### config.mk
export PLATFORM = sky130hd
export DESIGN_NAME = smg_display_arbiter_flat
export DESIGN_NICKNAME = d
export VERILOG_FILES = /design/src/rtl/smg_display_arbiter_if.sv /design/src/rtl/smg_display_arbiter.sv /design/src/flat_wrapper.sv
export SDC_FILE = /design/constraint.sdc
export NUM_CORES = 1
export LEC_CHECK = 0
export ABC_AREA = 1
export CORE_AREA = 4 4 101 103
export DETAILED_ROUTE_END_ITERATION = 8
export DIE_AREA = 0 0 105 107
export PLACE_DENSITY_LB_ADDON = 0.12
export SLEW_MARGIN = 20
export SYNTH_ARGS = -nofsm -noshare
export SYNTH_HDL_FRONTEND = slang
export SYNTH_SLANG_ARGS = --single-unit
### constraint.sdc
create_clock -name CLK -period 1.6 [get_ports CLK]
set_input_delay 0.16 -clock CLK [delete_from_list [all_inputs] [get_ports CLK]]
set_output_delay 0.16 -clock CLK [all_outputs]
set_load 0.005 [all_outputs]
### src/rtl/smg_display_arbiter_if.sv
`default_nettype none
// ============================================================================
// Module   : smg_display_arbiter_if
// Purpose  : Source/display bundle between number sources and the arbiter.
// Revision : 1.0 - initial release
// ============================================================================
interface smg_display_arbiter_if;
    logic [2:0]  Req_Sig;
    logic [11:0] Num0_Sig;
    logic [11:0] Num1_Sig;
    logic [11:0] Num2_Sig;
    logic [11:0] Number_Sig;
    logic [2:0]  Grant_Sig;
    logic        Busy_Sig;

    modport master (
        output Req_Sig, Num0_Sig, Num1_Sig, Num2_Sig,
        input  Number_Sig, Grant_Sig, Busy_Sig
    );

    modport slave (
        input  Req_Sig, Num0_Sig, Num1_Sig, Num2_Sig,
        output Number_Sig, Grant_Sig, Busy_Sig
    );
endinterface
`default_nettype wire

### src/rtl/smg_display_arbiter.sv
`default_nettype none
// ============================================================================
// Module   : smg_display_arbiter
// Purpose  : Round-robin, dwell-limited time sharing of one 3-digit display.
// Revision : 1.0 - initial release
// ============================================================================
module smg_display_arbiter #(
    parameter int DWELL_CYCLES = 50000000,
    parameter int CNT_W        = 26
) (
    input  logic                 CLK,
    input  logic                 RSTn,
    smg_display_arbiter_if.slave bus
);

    localparam logic [CNT_W-1:0] c_DWELL_LAST = CNT_W'(DWELL_CYCLES - 1);

    typedef enum logic [0:0] {
        S_IDLE = 1'b0,
        S_HOLD = 1'b1
    } state_t;

    state_t             state_q;
    logic [CNT_W-1:0]   cnt_q;
    logic [1:0]         ptr_q;
    logic [2:0]         grant_q;
    logic [11:0]        number_q;
    logic               busy_q;

    // First requester after ptr in the order ptr+1, ptr+2, ptr (mod 3).
    function automatic logic [1:0] rr_pick(input logic [2:0] req, input logic [1:0] ptr);
        logic [1:0] o0, o1, o2;
        case (ptr)
            2'd0:    begin o0 = 2'd1; o1 = 2'd2; o2 = 2'd0; end
            2'd1:    begin o0 = 2'd2; o1 = 2'd0; o2 = 2'd1; end
            default: begin o0 = 2'd0; o1 = 2'd1; o2 = 2'd2; end
        endcase
        if (req[o0])      rr_pick = o0;
        else if (req[o1]) rr_pick = o1;
        else              rr_pick = o2;
    endfunction

    function automatic logic [11:0] num_of(input logic [1:0] idx, input logic [11:0] n0,
                                           input logic [11:0] n1, input logic [11:0] n2);
        case (idx)
            2'd0:    num_of = n0;
            2'd1:    num_of = n1;
            default: num_of = n2;
        endcase
    endfunction

    logic [2:0]  w_req;
    logic [2:0]  w_req_other;
    logic [1:0]  w_pick_all;
    logic [1:0]  w_pick_other;
    logic [11:0] w_num_all;
    logic [11:0] w_num_other;
    logic [11:0] w_num_owner;

    assign w_req        = bus.Req_Sig;
    assign w_req_other  = w_req & ~grant_q;
    assign w_pick_all   = rr_pick(w_req, ptr_q);
    assign w_pick_other = rr_pick(w_req_other, ptr_q);
    assign w_num_all    = num_of(w_pick_all,   bus.Num0_Sig, bus.Num1_Sig, bus.Num2_Sig);
    assign w_num_other  = num_of(w_pick_other, bus.Num0_Sig, bus.Num1_Sig, bus.Num2_Sig);
    assign w_num_owner  = num_of(ptr_q,        bus.Num0_Sig, bus.Num1_Sig, bus.Num2_Sig);

    always_ff @(posedge CLK or negedge RSTn) begin
        if (!RSTn) begin
            state_q  <= S_IDLE;
            cnt_q    <= '0;
            ptr_q    <= 2'd2;
            grant_q  <= 3'b000;
            number_q <= 12'h000;
            busy_q   <= 1'b0;
        end else begin
            case (state_q)
                S_IDLE: begin
                    if (w_req != 3'b000) begin
                        state_q  <= S_HOLD;
                        ptr_q    <= w_pick_all;
                        grant_q  <= 3'b001 << w_pick_all;
                        number_q <= w_num_all;
                        cnt_q    <= '0;
                        busy_q   <= 1'b1;
                    end
                end
                default: begin
                    // Owner dropping its request overrides the dwell entirely.
                    if ((w_req & grant_q) == 3'b000) begin
                        if (w_req != 3'b000) begin
                            ptr_q    <= w_pick_all;
                            grant_q  <= 3'b001 << w_pick_all;
                            number_q <= w_num_all;
                            cnt_q    <= '0;
                        end else begin
                            state_q  <= S_IDLE;
                            grant_q  <= 3'b000;
                            busy_q   <= 1'b0;
                        end
                    end else if (cnt_q == c_DWELL_LAST && w_req_other != 3'b000) begin
                        ptr_q    <= w_pick_other;
                        grant_q  <= 3'b001 << w_pick_other;
                        number_q <= w_num_other;
                        cnt_q    <= '0;
                    end else begin
                        number_q <= w_num_owner;
                        if (cnt_q != c_DWELL_LAST) begin
                            cnt_q <= cnt_q + CNT_W'(1);
                        end
                    end
                end
            endcase
        end
    end

    assign bus.Number_Sig = number_q;
    assign bus.Grant_Sig  = grant_q;
    assign bus.Busy_Sig   = busy_q;

endmodule
`default_nettype wire

### src/flat_wrapper.sv
// flat-port wrapper written by rule: the top's interface ports become plain ports
module smg_display_arbiter_flat 
#(
    parameter int DWELL_CYCLES = 50000000,
    parameter int CNT_W        = 26
)
  (CLK, RSTn, bus_Req_Sig, bus_Num0_Sig, bus_Num1_Sig, bus_Num2_Sig, bus_Number_Sig, bus_Grant_Sig, bus_Busy_Sig);
  smg_display_arbiter_if bus_i ();
  input  logic CLK;
  input  logic RSTn;
  input wire logic [$bits(bus_i.Req_Sig)-1:0] bus_Req_Sig;
  input wire logic [$bits(bus_i.Num0_Sig)-1:0] bus_Num0_Sig;
  input wire logic [$bits(bus_i.Num1_Sig)-1:0] bus_Num1_Sig;
  input wire logic [$bits(bus_i.Num2_Sig)-1:0] bus_Num2_Sig;
  output wire logic [$bits(bus_i.Number_Sig)-1:0] bus_Number_Sig;
  output wire logic [$bits(bus_i.Grant_Sig)-1:0] bus_Grant_Sig;
  output wire logic [$bits(bus_i.Busy_Sig)-1:0] bus_Busy_Sig;
  assign bus_i.Req_Sig = bus_Req_Sig;
  assign bus_i.Num0_Sig = bus_Num0_Sig;
  assign bus_i.Num1_Sig = bus_Num1_Sig;
  assign bus_i.Num2_Sig = bus_Num2_Sig;
  assign bus_Number_Sig = bus_i.Number_Sig;
  assign bus_Grant_Sig = bus_i.Grant_Sig;
  assign bus_Busy_Sig = bus_i.Busy_Sig;
  smg_display_arbiter #(.DWELL_CYCLES(DWELL_CYCLES), .CNT_W(CNT_W)) u_core (.CLK(CLK), .RSTn(RSTn), .bus(bus_i));
endmodule
==> results of run 1 <==
==> repair_timing <==
item	in CTS	in global routing
pin swaps	12	6
gates resized for setup	35	31
hold endpoints to repair	15	0
setup buffers	3	2
hold buffers	1	0
gates cloned	0	0
setup endpoints to repair	42	43
==> final timing paths <==
check / to / slack, ns / depth (start not counted)
max: u_core.bus.Grant_Sig[2] / -0.16 / 13
min: u_core.bus.Number_Sig[3] / 0.36 / 2
min reg2reg: u_core.bus.Busy_Sig / 0.50 / 1
min in group CLK: u_core.bus.Busy_Sig / 0.50 / 1
max reg2reg: u_core.bus.Grant_Sig[2] / -0.16 / 13
max in group asynchronous: u_core.bus.Number_Sig[7] / 0.71 / 3
==> final cells by class <==
| class | count | area, µm² |
|---|---|---|
| Multi-Input combinational cell | 445 | 2430 |
| Fill cell | 887 | 3730 |
| Clock buffer | 8 | 80.1 |
| Tap cell | 111 | 139 |
| Timing Repair Buffer | 160 | 1470 |
| Sequential cell | 45 | 1130 |
| Inverter | 55 | 225 |
==> worst register-to-register path: cells and delay by family, from the launching register on <==
| family | cells | cell delay (ns) |
|---|---|---|
| AOI/OAI and AO/OA | 1 | 0.17 |
| buffers and inverters | 3 | 0.23 |
| DFF | 1 | 0.39 |
| adders and majority gates | 1 | 0.16 |
| and+or+nand+nor | 8 | 0.71 |
==> cell usage in the layout, fill, tap and decap left out, types with 4 or more instances in the layout <==
master           count
dfrtp_1             43
o22ai_2              5
nand3_1             45
xor2_1               8
buf_6               11
nor3_1               6
nand4_1             29
o22ai_1              4
nand2_2             16
nand2_4              7
buf_12               7
o21ai_0              7
o21ai_1             17
nor2_4               4
nand2_1            155
a21oi_1             34
clkdlybuf4s50_1     55
buf_4               85
nor2_1              47
nor2_2              13
clkbuf_8             5
o21ai_2              7
a22oi_1              5
inv_1               48
or2_2                9
==> cells by family (layout without fill, tap and decap cells) <==
kind of cell	count (synthesis)	after routing
buffers and inverters	78	223
and+or+nand+nor	336	336
AOI/OAI and AO/OA	97	97
DFF	45	45
adders and majority gates	1	1
xor gates and xnor gates	11	11
==> registers in the layout, indices dropped and copies added, names as in the netlist <==
name	flops
u_core.bus.Busy_Sig	1
u_core.bus.Number_Sig	12
u_core.bus.Grant_Sig	3
u_core.state_q	1
u_core.cnt_q	26
u_core.ptr_q	2
==> per-layer routing <==
| metal | wire (µm) | part of all wire [%] | up-vias |
|---|---|---|---|
| met3 | 791 | 6.1 | 24 |
| met4 | 247 | 1.9 | 0 |
| li1 | - | - | 2165 |
| met1 | 5550 | 43 | 2059 |
| met5 | 0 | 0 | - |
| met2 | 6400 | 49 | 170 |
==> power groups by stage <==
stage / Sequential [mW] / Clock, mW / Combinational (mW)
floorplan: 1.59 / 0 / 2.69
global placement: 1.64 / 0 / 4.89
detailed placement: 1.63 / 0 / 4.93
CTS: 1.62 / 0.740 / 5.19
global route: 1.67 / 0.803 / 5.87
finish: 1.64 / 0.721 / 5.39
==> per-stage QoR <==
stage	setup WS (ns)	TNS (ns)	instance area (µm²)	total power [mW]	utilization [%]
5_1_grt	-0.285	-8.88	5470	8.34	59.4
3_5_place_dp	-0.252	-8.22	5080	6.56	55.2
3_3_place_gp	-0.252	-6.88	5080	6.53	55.2
2_1_floorplan	-0.0511	-0.499	3710	4.29	-
4_1_cts	-0.170	-4.84	5350	7.55	58.1
6_report	-0.161	-4.16	5470	7.76	59.4
==> results.json, run 1 <==
{
  "critPathKind": "flip-flop to flip-flop",
  "p_leak_nw": 2.53,
  "yosysMostFrequentCell": "nand2_1",
  "pin_count": 57,
  "clkPwrFrac_pct": 9.3,
  "synth_adder_area_share_pct": 0.340,
  "power_frac_comb_pct": 69.5,
  "routedWlPerCell_um": 15.8,
  "crit_fanout": 5,
  "drtIter0Drc": 269,
  "fin_cells": 824,
  "avgViaCountPerCell": 5.36,
  "synth_edf_count": 0,
  "setup_viol": 41,
  "power.internal_mw": 4.17,
  "ctsHtreeMaxLevel": 2,
  "grt_first_pass_wirelength_um": 21100,
  "synth_area_leaders": "dfrtp_1 (30%), nand2_1 (17%), nand3_1 (6.3%)",
  "grt_max_degree": 21,
  "antenna_found_initial": 0,
  "syn_area_um2": 3680,
  "die-area_um2": 11200,
  "yosysTopAreaCell": "dfrtp_1",
  "cts_buffers": 5,
  "run_status": "finished, violations left",
  "ys_seq_area_share_pct": 30.6,
  "dr.pass1.iters": 5,
  "syn_inst": 568,
  "ctsLongestPathBuffers": 2,
  "slowest_delay_ns": 0.39,
  "syn-mean-instance-area_um2": 6.48,
  "dpl.cell_count": 810,
  "start_util_pct": 40.0,
  "finalClockSkew_ns": 0.00846,
  "overflow": 0,
  "rsz0062_at_grt": "yes",
  "ys.flop_type": "dfrtp_1",
  "power_switching_mw": 3.59,
  "synth.area.mux_share_pct": 0,
  "finalWorstSetupSlack_ns": -0.161,
  "timing.hold.ws_ns": 0.355,
  "violations": "setup timing",
  "syn_nets": 610,
  "numPortBuffers": 56,
  "cts_sinks": 45,
  "layout_worst_path_cycle_share_pct": 110,
  "ant_nets": 0,
  "nNetsFinal": 754,
  "critPathCaptureType": "flip-flop",
  "grt_pass1_vias": 4428,
  "busiest_layer": "met2",
  "post-route-min-period_ns": 1.76,
  "vias": 4418,
  "drc": 0,
  "groute.usage.overall_pct": 23.1,
  "start_kind": "flip-flop",
  "global_route.usage.met2_pct": 40.2,
  "synth_top_area_share_pct": 29.9,
  "r2r_start": "u_core.cnt_q[1]",
  "slew_violations": 0,
  "dp_hpwl_um": 9780,
  "path_cells": "ha_4 -> nand3_4 -> nor2_4 -> nand2_4 -> nor2_4 -> buf_6 -> nand3_4 -> nand2_4 -> inv_8 -> a21oi_4 -> inv_2 -> nand2_2 -> nand2_2",
  "synthTopCellsByCount": "nand2_1 (171), nor2_1 (52), inv_1 (48)",
  "wirelength_um": 13000,
  "clk_pin_slew_ns": 0.09,
  "hold_viol_final": 0,
  "p_seq_share_pct": 21.2,
  "fp.dieH_um": 107,
  "cap_violations": 0,
  "synth_seq_cells": 45,
  "synth_xor_area_share_pct": 2.62,
  "yosysWarnings": 0,
  "synth-compound-area-share_pct": 15.7,
  "grt_use_met1_pct": 28.9,
  "switching_share_pct": 46.2,
  "area_growth_pct": 48.5,
  "ir_drop_mv": 1.09,
  "max_freq_ghz": 0.568,
  "cts_tree": "done",
  "min_path_type": "input pin to async pin",
  "rows": 35,
  "drive_gt1_share_pct": 27.6,
  "coreArea_um2": 9200,
  "synth_async_sr_flop_share_pct": 100,
  "yosys.area_share.simple_pct": 41.3,
  "worstMarginPinSlew_ns": 0.492,
  "synth_top_family_by_area": "simple AND/OR/NAND/NOR gates",
  "met3_usage_pct": 3.37,
  "relSlewSlack_pct": 67.2,
  "power_density_nw_per_um2": 1420,
  "gp_congestion": 0.955,
  "ys_types": 41,
  "die_x_um": 105,
  "cts-root-buf": "clkbuf_8",
  "crit_arrival_ns": 1.96,
  "num_antenna_cells": 0,
  "slowest_stage": "dfrtp_1",
  "clock_latency_ns": 0.30,
  "cp_data_required_time_ns": 1.79,
  "critPathTopFamily": "simple AND/OR/NAND/NOR gates",
  "path_buf_inv": 3,
  "critPathLaunch": "u_core.cnt_q[1]"
}
Power figures use the tool's default switching activity.
==> inputs of run 2 (changes only) <==
--- a/config.mk
+++ b/config.mk
@@ -6,11 +6,11 @@
 export NUM_CORES = 1
 export LEC_CHECK = 0
 export ABC_AREA = 1
+export CAP_MARGIN = 15
 export CORE_AREA = 4 4 101 103
 export DETAILED_ROUTE_END_ITERATION = 8
 export DIE_AREA = 0 0 105 107
 export PLACE_DENSITY_LB_ADDON = 0.12
-export SLEW_MARGIN = 20
 export SYNTH_ARGS = -nofsm -noshare
 export SYNTH_HDL_FRONTEND = slang
 export SYNTH_SLANG_ARGS = --single-unit
==> results of run 2 <==
The final DEF is identical to that of run 1; final timing and power are the same.
==> inputs of run 3 (changes only) <==
==> constraint.sdc (replaced) <==
create_clock -name CLK -period 2.1 [get_ports CLK]
set_input_delay 0.21 -clock CLK [delete_from_list [all_inputs] [get_ports CLK]]
set_output_delay 0.21 -clock CLK [all_outputs]
set_load 0.005 [all_outputs]
==> run 3 against run 2 <==
  * The flow now finishes without violations
  * Core utilization decreased by 8.4 points
  * Critical endpoint is now u_core.bus.Number_Sig[2]
  * Largest power group unchanged
  * Power decreased by 31%
  * Combinational power decreased by 37%
  * Flip-flop and latch count unchanged
  * Register-to-register slack improved by 0.30 ns
  * Hold slack improved by 0.097 ns
  * Clock power decreased by 5.5%
  * Final cell count decreased by 7.6%
  * Sequential share of layout area increased by 3.4 points
  * Critical path type unchanged
==> results.json, run 3 (synthesis results as in run 1) <==
{
  "run_status": "finished clean",
  "ctsLongestPathBuffers": 2,
  "drive_gt1_share_pct": 14.5,
  "clock_latency_ns": 0.31,
  "post-route-min-period_ns": 1.96,
  "busiest_layer": "met2",
  "rsz0062_at_grt": "no",
  "critPathKind": "flip-flop to flip-flop",
  "vias": 4159,
  "clkPwrFrac_pct": 12.8,
  "layout_worst_path_cycle_share_pct": 93.4,
  "nNetsFinal": 692,
  "max_freq_ghz": 0.510,
  "setup_viol": 0,
  "grt_use_met1_pct": 28.9,
  "total_power_mw": 5.33,
  "grt_pass1_vias": 4036,
  "power_density_nw_per_um2": 1140,
  "drtIter0Drc": 193,
  "overflow": 0,
  "largest_reg_flops": 26,
  "crit_arrival_ns": 2.20,
  "final_cell_mix": "nand2_1 (171), clkdlybuf4s50_1 (55), nor2_1 (51)",
  "numPortBuffers": 56,
  "clk_pin_slew_ns": 0.10,
  "grt_max_degree": 27,
  "p_leak_nw": 2.13,
  "fp.dieH_um": 107,
  "power.internal_mw": 2.81,
  "avgViaCountPerCell": 5.47,
  "gp_congestion": 0.923,
  "global_route.usage.met2_pct": 36.9,
  "rows": 35,
  "largest-register": "u_core.cnt_q",
  "setup_tns_ns": 0,
  "drc": 0,
  "ir_drop_mv": 0.829,
  "cts_tree": "done",
  "routedWlPerCell_um": 16.1,
  "wirelength_um": 12300,
  "cts-root-buf": "clkbuf_8",
  "num_antenna_cells": 0,
  "groute.usage.overall_pct": 21.8,
  "power_frac_comb_pct": 64.0,
  "start_kind": "flip-flop",
  "grt_first_pass_wirelength_um": 20000,
  "hold_viol_final": 0,
  "cts_sinks": 45,
  "finalClockSkew_ns": 0.00916,
  "dpl.cell_count": 751,
  "final_common_cell": "nand2_1",
  "coreArea_um2": 9200,
  "area_growth_pct": 27.6,
  "dp_hpwl_um": 9250,
  "ctsHtreeMaxLevel": 2,
  "power_switching_mw": 2.52,
  "antenna_found_initial": 0,
  "relSlewSlack_pct": 58.4,
  "pin_count": 57,
  "min_path_type": "input pin to async pin",
  "p_seq_share_pct": 23.2,
  "start_util_pct": 40.0,
  "dpl_cell_area_um2": 4550,
  "worstMarginPinSlew_ns": 0.624,
  "fin_cells": 761,
  "switching_share_pct": 47.3,
  "critPathCaptureType": "flip-flop",
  "final_area_um2": 4700,
  "dr.pass1.iters": 6,
  "die-area_um2": 11200,
  "met3_usage_pct": 2.47,
  "crit_fanout": 10,
  "rr_worst_depth": 12,
  "cts_buffers": 5,
  "cap_violations": 0,
  "slew_violations": 0,
  "ant_nets": 0,
  "cp_data_required_time_ns": 2.34,
  "die_x_um": 105
}
[run 3: per-layer routing]
layer  wire length, µm  vias up
met1              5430     1926
met5                 0        -
met4               257        0
met3               705       25
met2              5860      160
li1                  -     2048
[run 3: power by group through the flow]
stage               Clock, mW  Combinational (mW)  Sequential, mW
floorplan                   0                2.02            1.21
detailed placement          0                3.32            1.25
CTS                     0.693                3.33            1.24
global route            0.728                3.76            1.26
finish                  0.681                3.41            1.24
global placement            0                3.28            1.25
[run 3: final cells by class]
cell class	count	area (µm²)
flip-flops and latches	45	1130
inverters	55	210
well taps	111	139
fillers	927	4500
clock buffers	5	68.8
multi-input cells	445	2230
clock inverters	2	35.0
repair buffers	98	886
[run 3: critical path: stages, from the launching register on]
cell and delay (ns):
dfstp_2 0.64, buf_4 0.15, nand2_1 0.06, nand2_2 0.11
nor2_2 0.06, nand2_2 0.12, nand2_8 0.11, nor2_4 0.17
buf_4 0.18, nand2_1 0.06, nand2_1 0.06, a21oi_1 0.06
nor2_1 0.11
[run 3: what timing repair did]
action,4_1_cts,5_1_grt
endpoints found under the hold margin,23,0
resized for setup,0,4
hold buffers,1,0
setup endpoints to repair,0,15
buffers inserted,0,2
[run 3: stage by stage]
step / setup WS [ns] / hold WS (ns) / util (%)
floorplan: 0.382 / -0.0856 / -
global placement: 0.0927 / 0.267 / 49.4
detailed placement: 0.0733 / 0.272 / 49.4
CTS: 0.119 / 0.482 / 50.7
global route: 0.00639 / 0.498 / 51.1
finish: 0.139 / 0.452 / 51.1
[run 3: final timing paths]
path,start,slack (ns),endpoint
max,u_core.ptr_q[1],0.14,u_core.bus.Number_Sig[2]
min,RSTn,0.45,u_core.bus.Grant_Sig[0]
max reg2reg,u_core.ptr_q[1],0.14,u_core.bus.Number_Sig[2]
min reg2reg,u_core.state_q,0.51,u_core.bus.Busy_Sig
max in group asynchronous,RSTn,1.03,u_core.cnt_q[4]
min in group CLK,u_core.state_q,0.51,u_core.bus.Busy_Sig
